`src/rtl/traffic_phase_timer.sv`:
```
// ---------------------------------------------------------------------------
// traffic_phase_timer
//   Timed sequencer for one traffic lamp head: RED -> GREEN -> YELLOW -> RED.
//   Each phase has its own duration. A pedestrian request extends the next
//   RED by PED_CYCLES and raises WALK for that whole RED.
//
//   Optional feature macro: NIGHT_FLASH_EN
//     defined   : night=1 at any phase end enters a flashing-yellow state
//     undefined : the night input is present but ignored
//
// Ports
//   clk         in   1  system clock, all state updates on posedge
//   rst_n       in   1  asynchronous active-low reset
//   ped_req     in   1  pedestrian request (level, sampled every posedge)
//   night       in   1  night-mode request (used only with NIGHT_FLASH_EN)
//   light       out  3  one-hot lamp bus (RED=001, GREEN=010, YELLOW=100)
//   walk        out  1  pedestrian WALK indicator
//   ped_ack     out  1  one-cycle pulse when a pending request is granted
//   phase_done  out  1  one-cycle pulse in the first cycle of every new phase
// ---------------------------------------------------------------------------
module traffic_phase_timer #(
    parameter int RED_CYCLES    = 5,
    parameter int GREEN_CYCLES  = 4,
    parameter int YELLOW_CYCLES = 2,
    parameter int PED_CYCLES    = 3,
    parameter int FLASH_CYCLES  = 2,
    parameter int CNT_W         = 8
) (
    input  logic       clk,
    input  logic       rst_n,
    input  logic       ped_req,
    input  logic       night,
    output logic [2:0] light,
    output logic       walk,
    output logic       ped_ack,
    output logic       phase_done
);

    localparam logic [2:0] L_RED    = 3'b001;
    localparam logic [2:0] L_GREEN  = 3'b010;
    localparam logic [2:0] L_YELLOW = 3'b100;
    localparam logic [2:0] L_OFF    = 3'b000;

    // Counter reload values: a phase of N cycles counts N-1 down to 0.
    localparam logic [CNT_W-1:0] RED_LOAD    = CNT_W'(RED_CYCLES - 1);
    localparam logic [CNT_W-1:0] RED_PED_LOAD = CNT_W'(RED_CYCLES + PED_CYCLES - 1);
    localparam logic [CNT_W-1:0] GREEN_LOAD  = CNT_W'(GREEN_CYCLES - 1);
    localparam logic [CNT_W-1:0] YELLOW_LOAD = CNT_W'(YELLOW_CYCLES - 1);
    localparam logic [CNT_W-1:0] FLASH_LOAD  = CNT_W'(FLASH_CYCLES - 1);
    localparam logic [CNT_W-1:0] CNT_ONE     = CNT_W'(1);

`ifdef NIGHT_FLASH_EN
    typedef enum logic [1:0] {
        S_RED    = 2'd0,
        S_GREEN  = 2'd1,
        S_YELLOW = 2'd2,
        S_FLASH  = 2'd3
    } state_t;
`else
    // Code 2'd3 is unused here and falls into the illegal-state recovery.
    typedef enum logic [1:0] {
        S_RED    = 2'd0,
        S_GREEN  = 2'd1,
        S_YELLOW = 2'd2
    } state_t;

    // night and FLASH_CYCLES have no function in this build.
    logic             unused_night;
    logic [CNT_W-1:0] unused_flash_load;
    assign unused_night      = night;
    assign unused_flash_load = FLASH_LOAD;
`endif

    state_t           state_reg, state_next;
    logic [CNT_W-1:0] cnt_reg, cnt_next;
    logic [2:0]       light_reg, light_next;
    logic             walk_reg, walk_next;
    logic             ped_ack_reg, ped_ack_next;
    logic             phase_done_reg, phase_done_next;
    logic             pending_reg, pending_next;

    // A request on the very edge that enters RED counts, hence the OR with
    // the live input rather than only the stored flag.
    logic             serve;
    assign serve = pending_reg | ped_req;

    always_ff @(posedge clk or negedge rst_n) begin
        if (!rst_n) begin
            state_reg      <= S_RED;
            cnt_reg        <= RED_LOAD;
            light_reg      <= L_RED;
            walk_reg       <= 1'b0;
            ped_ack_reg    <= 1'b0;
            phase_done_reg <= 1'b0;
            pending_reg    <= 1'b0;
        end else begin
            state_reg      <= state_next;
            cnt_reg        <= cnt_next;
            light_reg      <= light_next;
            walk_reg       <= walk_next;
            ped_ack_reg    <= ped_ack_next;
            phase_done_reg <= phase_done_next;
            pending_reg    <= pending_next;
        end
    end

    always_comb begin
        state_next      = state_reg;
        cnt_next        = cnt_reg - CNT_ONE;
        light_next      = light_reg;
        walk_next       = walk_reg;
        ped_ack_next    = 1'b0;
        phase_done_next = 1'b0;
        pending_next    = pending_reg | ped_req;

        case (state_reg)
            S_RED: begin
                if (cnt_reg == '0) begin
                    state_next      = S_GREEN;
                    cnt_next        = GREEN_LOAD;
                    light_next      = L_GREEN;
                    walk_next       = 1'b0;
                    phase_done_next = 1'b1;
                end
            end
            S_GREEN: begin
                if (cnt_reg == '0) begin
                    state_next      = S_YELLOW;
                    cnt_next        = YELLOW_LOAD;
                    light_next      = L_YELLOW;
                    phase_done_next = 1'b1;
                end
            end
            S_YELLOW: begin
                if (cnt_reg == '0) begin
                    state_next      = S_RED;
                    light_next      = L_RED;
                    phase_done_next = 1'b1;
                    if (serve) begin
                        cnt_next     = RED_PED_LOAD;
                        walk_next    = 1'b1;
                        ped_ack_next = 1'b1;
                        pending_next = 1'b0;
                    end else begin
                        cnt_next  = RED_LOAD;
                        walk_next = 1'b0;
                    end
                end
            end
`ifdef NIGHT_FLASH_EN
            S_FLASH: begin
                if (cnt_reg == '0) begin
                    if (night) begin
                        // Same phase, next half-period: no phase_done.
                        cnt_next   = FLASH_LOAD;
                        light_next = (light_reg == L_YELLOW) ? L_OFF : L_YELLOW;
                    end else begin
                        state_next      = S_RED;
                        light_next      = L_RED;
                        phase_done_next = 1'b1;
                        if (serve) begin
                            cnt_next     = RED_PED_LOAD;
                            walk_next    = 1'b1;
                            ped_ack_next = 1'b1;
                            pending_next = 1'b0;
                        end else begin
                            cnt_next  = RED_LOAD;
                            walk_next = 1'b0;
                        end
                    end
                end
            end
`endif
            default: begin
                // Recover from an unreachable encoding into a fresh RED.
                state_next      = S_RED;
                cnt_next        = RED_LOAD;
                light_next      = L_RED;
                walk_next       = 1'b0;
                phase_done_next = 1'b1;
            end
        endcase

`ifdef NIGHT_FLASH_EN
        // Night request overrides the normal successor of any timed phase;
        // pending is kept so a waiting pedestrian is served after the night.
        if (night && cnt_reg == '0 &&
            (state_reg == S_RED || state_reg == S_GREEN || state_reg == S_YELLOW)) begin
            state_next      = S_FLASH;
            cnt_next        = FLASH_LOAD;
            light_next      = L_YELLOW;
            walk_next       = 1'b0;
            ped_ack_next    = 1'b0;
            phase_done_next = 1'b1;
            pending_next    = pending_reg | ped_req;
        end
`endif
    end

    assign light      = light_reg;
    assign walk       = walk_reg;
    assign ped_ack    = ped_ack_reg;
    assign phase_done = phase_done_reg;

endmodule
```
`config.mk`:
```
export PLATFORM = sky130hd
export DESIGN_NAME = traffic_phase_timer
export DESIGN_NICKNAME = d
export VERILOG_FILES = /design/src/rtl/traffic_phase_timer.sv
export SDC_FILE = /design/constraint.sdc
export NUM_CORES = 1
export LEC_CHECK = 0
export CAP_MARGIN = 20
export CORE_MARGIN = 10
export CORE_UTILIZATION = 55
export CTS_CLUSTER_SIZE = 25
export DETAILED_ROUTE_END_ITERATION = 6
export PLACE_DENSITY = 0.84
export SYNTH_ARGS = -nofsm -noshare
export SYNTH_HDL_FRONTEND = slang
export SYNTH_SLANG_ARGS = --single-unit
```
`constraint.sdc`:
```
create_clock -name clk -period 5.02 [get_ports clk]
set_clock_uncertainty 0.05 [all_clocks]
set_input_delay 1.255 -clock clk [delete_from_list [all_inputs] [get_ports clk]]
set_output_delay 1.255 -clock clk [all_outputs]
set_load 0.02 [all_outputs]
```
==> run summary, run 1 <==
post-synth design cell area = 723 um2
Remaining Overflow, GRT = 0
f_max = 0.363 GHz
MaxCap Viol Count = 0
EDFF count, synth = 0
later-pin clock latency in the skew report = 280 ps
num rows = 13
largest net degree at the start of global routing = 16
initial antenna violation count = 0
Routed WL per cell = 16.1 um
Hold Worst Slack = 518 ps
sequential-to-total area share from yosys stat = 52.2%
final hold vios = 0
max-slew violations = 0
FF+latch count, synth = 15
worst path arrival time = 1450 ps
crit start category = flip-flop
Core Box Area = 1270 um2
final cell count without fillers = 95
Top delay family on crit path = buffers and inverters
die area = 3170 um2
routability cong. = 0.872
critical path's largest stage delay = 670 ps
Syn Nets = 77
via count = 586
placed instance count = 91
final setup fails = 0
Ports = 10
RSZ-0062 raised after global routing = no
Num CTS Buffers = 3
vias in the first global route = 550
global-route wire length before repair = 2.56 mm
hpwl dp = 1.08 mm
Placement Cell Area = 810 um2
CP required = 3710 ps
most common flop cell mapped by yosys = dfrtp_1
Max IR drop VDD = 0.357 mV
root buffer cell = clkbuf_4
share of layout cells above drive strength 1 = 7.50%
status = completed
Layout Utilization = 65.9%
NumNets Final = 87
Sink Count = 15
antenna-violating nets left = 0
initial core utilization = 57.0%
asr flop ratio synth = 100%
post-route cell area = 836 um2
Syn Inst Count = 71
Final Cycle Share = 54.9%
worst path cell trace = clkdlybuf4s50_1
worst min-delay path class = reg -> reg
CTS clk-pin slew, worst paths = 90 ps
Die W = 56.3 um
CP bufs+invs = 1
Routed WL = 1.53 mm
TNS Setup = 0 ps
CP max FO = 9
worst slew pin tran = 988 ps
diode count = 0
vias per cell = 6.17
post_cts resized = 0
hold buffer count at CTS = 0
port bufs = 8
Worst path slowest cell = clkdlybuf4s50_1
LEAKAGE = 0.000354 uW
Tot GR Track Use = 9.73%
Iter 0 DRT Violations = 42
Post-CTS Setup Inserts = 0
area grow syn2layout = 15.6%
H-tree level count = 1
Synth warnings = 0
CTS max path bufs = 2
Largest register FFs = 8
power density over cell area = 605 nW/um2
CTS tree = done
CP Capture Type = primary output
Avg Cell Area, Syn = 10.2 um2
die height = 56.3 um
Slew Limit Headroom = 33.5%
Fillers = 101
# DRC = 0
worst setup path category = reg -> out
post-synth cell types = 29
DR pass1 iterations = 4
post-route minimum period = 2760 ps
==> power breakdown <==
| group | total [uW] | leakage [uW] | switching [uW] | internal, uW |
|---|---|---|---|---|
| Clock | 68.6 | 0.0000150 | 37.8 | 30.8 |
| Combinational | 212 | 0.000152 | 118 | 94.1 |
| Sequential | 226 | 0.000187 | 54.7 | 171 |
==> path summary, 6_finish.rpt <==
kind,startpoint,endpoint,slack [ps],depth (start not counted)
min in group asynchronous,rst_n,phase_done,1310,1
min,cnt_reg[0],cnt_reg[0],520,1
max,state_reg[1],light[2],2260,1
max in group asynchronous,rst_n,cnt_reg[6],3190,1
max reg2reg,cnt_reg[0],cnt_reg[1],2870,5
min reg2reg,cnt_reg[0],cnt_reg[0],520,1
==> per-layer routing <==
| layer | global-route usage (%) | routed length [um] | up-vias |
|---|---|---|---|
| li1 | - | - | 285 |
| met1 | 12.2 | 676 | 281 |
| met4 | 3.78 | 25 | 0 |
| met3 | 3.82 | 84 | 4 |
| met2 | 14.4 | 745 | 16 |
| met5 | 0 | 0 | - |
==> cells in the final DEF (no fill, tap or decap), types with 3 or more instances in the layout <==
cell / synthesis / layout
dfrtp_1: 13 / 13
nand3_1: 3 / 3
o21ai_0: 4 / 4
nor3_1: 3 / 3
clkdlybuf4s50_1: 0 / 8
inv_1: 5 / 5
nor2_1: 3 / 3
nand2_1: 3 / 3
a21oi_1: 7 / 7
clkbuf_4: 0 / 3
or4_1: 4 / 4
==> through the flow <==
stage	setup slack [ps]	power (uW)
6_report	2260	506
4_1_cts	2260	504
2_1_floorplan	3150	366
5_1_grt	2190	544
3_5_place_dp	2590	434
3_3_place_gp	2570	424
==> worst register-to-register path, stage by stage (launching register included) <==
cell,delay [ps]
dfrtp_1,440
inv_1,100
ha_1,180
nor3b_1,680
nand2_1,280
a211oi_1,330
==> Yosys cell counts, drive strengths merged, types with 2 or more instances <==
cell | count | share of area, %
o31ai | 2 | 2.1
ha | 2 | 3.5
nor3 | 3 | 2.1
a22o | 2 | 2.4
inv | 5 | 2.6
or4 | 4 | 4.2
clkbuf | 2 | 1.0
nand3 | 3 | 2.1
a211oi | 2 | 2.1
nor2 | 3 | 1.6
o21ai | 4 | 2.8
a21oi | 7 | 4.8
nand2 | 3 | 1.6
dfstp | 2 | 7.3
dfrtp | 13 | 45
==> final cells by class <==
class,count,area [um2],area share (%)
repair buffers,8,80.1,9.58
flip-flops and latches,15,378,45.2
inverters,5,18.8,2.25
multi-input cells,48,314,37.6
well taps,15,18.8,2.25
clock buffers,4,26.3,3.14
==> kinds of logic after synthesis <==
logic type | Yosys count | synth area share, %
and+or+nand+nor | 23 | 18.3
buffers and inverters | 8 | 4.33
xor gates and xnor gates | 1 | 1.21
AOI/OAI and AO/OA | 21 | 19.0
DFF | 15 | 52.2
adders and majority gates | 2 | 3.46
muxes | 1 | 1.38
Power figures use the tool's default switching activity.
==> run 2, diff against run 1 <==
Settings changed: CORE_UTILIZATION 55 to 51, PLACE_DENSITY 0.84 to 0.79.
Clock period 5.02 ns to 2.6 ns, I/O delays scaled along.
==> run 2 against run 1 <==
  * Die area increased by 5.0%
  * Wire length up 0.65%
  * Critical path depth stayed put
  * Critical path type unchanged
  * Sequential share of layout area down 0.86 points
  * Utilization decreased by 1.2 points
==> run summary, run 2 (synthesized netlist as in run 1, its figures left out) <==
area grow syn2layout = 17.8%
worst path cell trace = clkdlybuf4s50_1
diode count = 0
Die W = 57.7 um
Sink Count = 15
critical path's largest stage delay = 660 ps
FF-to-FF path depth = 5
Max IR drop VDD = 0.690 mV
fin worst setup slack = 453 ps
Final Cycle Share = 82.6%
Iter 0 DRT Violations = 11
worst slew pin tran = 635 ps
max-slew violations = 0
hold buffer count at CTS = 0
Core Box Area = 1320 um2
CTS clk-pin slew, worst paths = 90 ps
CP Capture Type = primary output
status = completed
H-tree level count = 1
crit start category = flip-flop
routability cong. = 0.855
post-route cell area = 852 um2
CP bufs+invs = 1
port bufs = 8
LEAKAGE = 0.000367 uW
die area = 3320 um2
antenna-violating nets left = 0
power density over cell area = 1170 nW/um2
Ports = 10
post_cts resized = 0
MaxCap Viol Count = 0
post-route minimum period = 2150 ps
CP max FO = 9
placed instance count = 93
# DRC = 0
NumNets Final = 89
hpwl dp = 1.12 mm
Tot GR Track Use = 9.51%
worst hold stages = 2
later-pin clock latency in the skew report = 280 ps
f_max = 0.466 GHz
worst setup path category = reg -> out
Layout Utilization = 64.7%
num rows = 13
CTS max path bufs = 2
DR pass1 iterations = 4
Remaining Overflow, GRT = 0
final hold vios = 0
Top delay family on crit path = buffers and inverters
Post-CTS Setup Inserts = 0
Num CTS Buffers = 3
root buffer cell = clkbuf_4
CTS tree = done
global-route wire length before repair = 2.55 mm
initial antenna violation count = 0
vias in the first global route = 537
TNS Setup = 0 ps
initial core utilization = 54.9%
Critical Path Stages = 1
final cell count without fillers = 97
largest net degree at the start of global routing = 16
Routed WL = 1.54 mm
via count = 577
Slew Limit Headroom = 57.5%
worst min-delay path class = reg -> reg
die height = 57.7 um
most frequent cells in the layout = 13 x dfrtp_1, 8 x clkdlybuf4s50_1, 7 x a21oi_1, 5 x inv_1
Placement Cell Area = 825 um2
share of layout cells above drive strength 1 = 11.0%
Routed WL per cell = 15.9 um
Largest register FFs = 8
Place WS = 663 ps
worst path arrival time = 1450 ps
most common cell after layout, fill and taps aside = dfrtp_1
vias per cell = 5.95
Worst path slowest cell = clkdlybuf4s50_1
final setup fails = 0
RSZ-0062 raised after global routing = no
CP required = 1900 ps
Fillers = 92
[run 2: cell types whose count changed in the layout (fill, tap and decap cells not counted)]
cell      before  now
clkinv_2       0    1
clkbuf_1       1    0
buf_4          0    2
[run 2: layout make-up]
cell class / count / area, um2 / share of cell area (%)
sequential: 15 / 378 / 44.3
multi-input combinational: 48 / 314 / 36.9
timing repair buffer: 10 / 95.1 / 11.2
clock buffer: 3 / 22.5 / 2.64
inverter: 5 / 18.8 / 2.20
tap: 15 / 18.8 / 2.20
clock inverter: 1 / 5.00 / 0.587
[run 2: final timing paths]
check	start	end	slack, ps
setup / recovery	state_reg[1]	light[2]	450
setup reg to reg	cnt_reg[0]	cnt_reg[2]	640
min in group asynchronous	rst_n	cnt_reg[0]	700
hold reg to reg	pending_reg	pending_reg	490
max in group asynchronous	rst_n	cnt_reg[3]	1390
hold / removal	pending_reg	pending_reg	490
[run 2: metrics by stage]
stage               hold slack, ps  power, uW
global placement               461        845
global route                   522       1070
floorplan                      304        706
detailed placement             472        860
CTS                            498       1000
finish                         491        997
[run 2: power breakdown]
part           total [uW]  internal, uW  switching (uW)
clock network         133          57.0            76.3
logic                 431           201             230
registers             433           330             103
[run 2: routing by layer]
metal | GRT usage [%] | part of all wire (%) | wire, um | vias up
met5 | 0 | 0 | 0 | -
met4 | 4.03 | 0.71 | 11 | 0
met3 | 3.05 | 6.9 | 107 | 2
met2 | 15.2 | 47 | 719 | 17
met1 | 11.4 | 46 | 702 | 273
li1 | - | - | - | 285
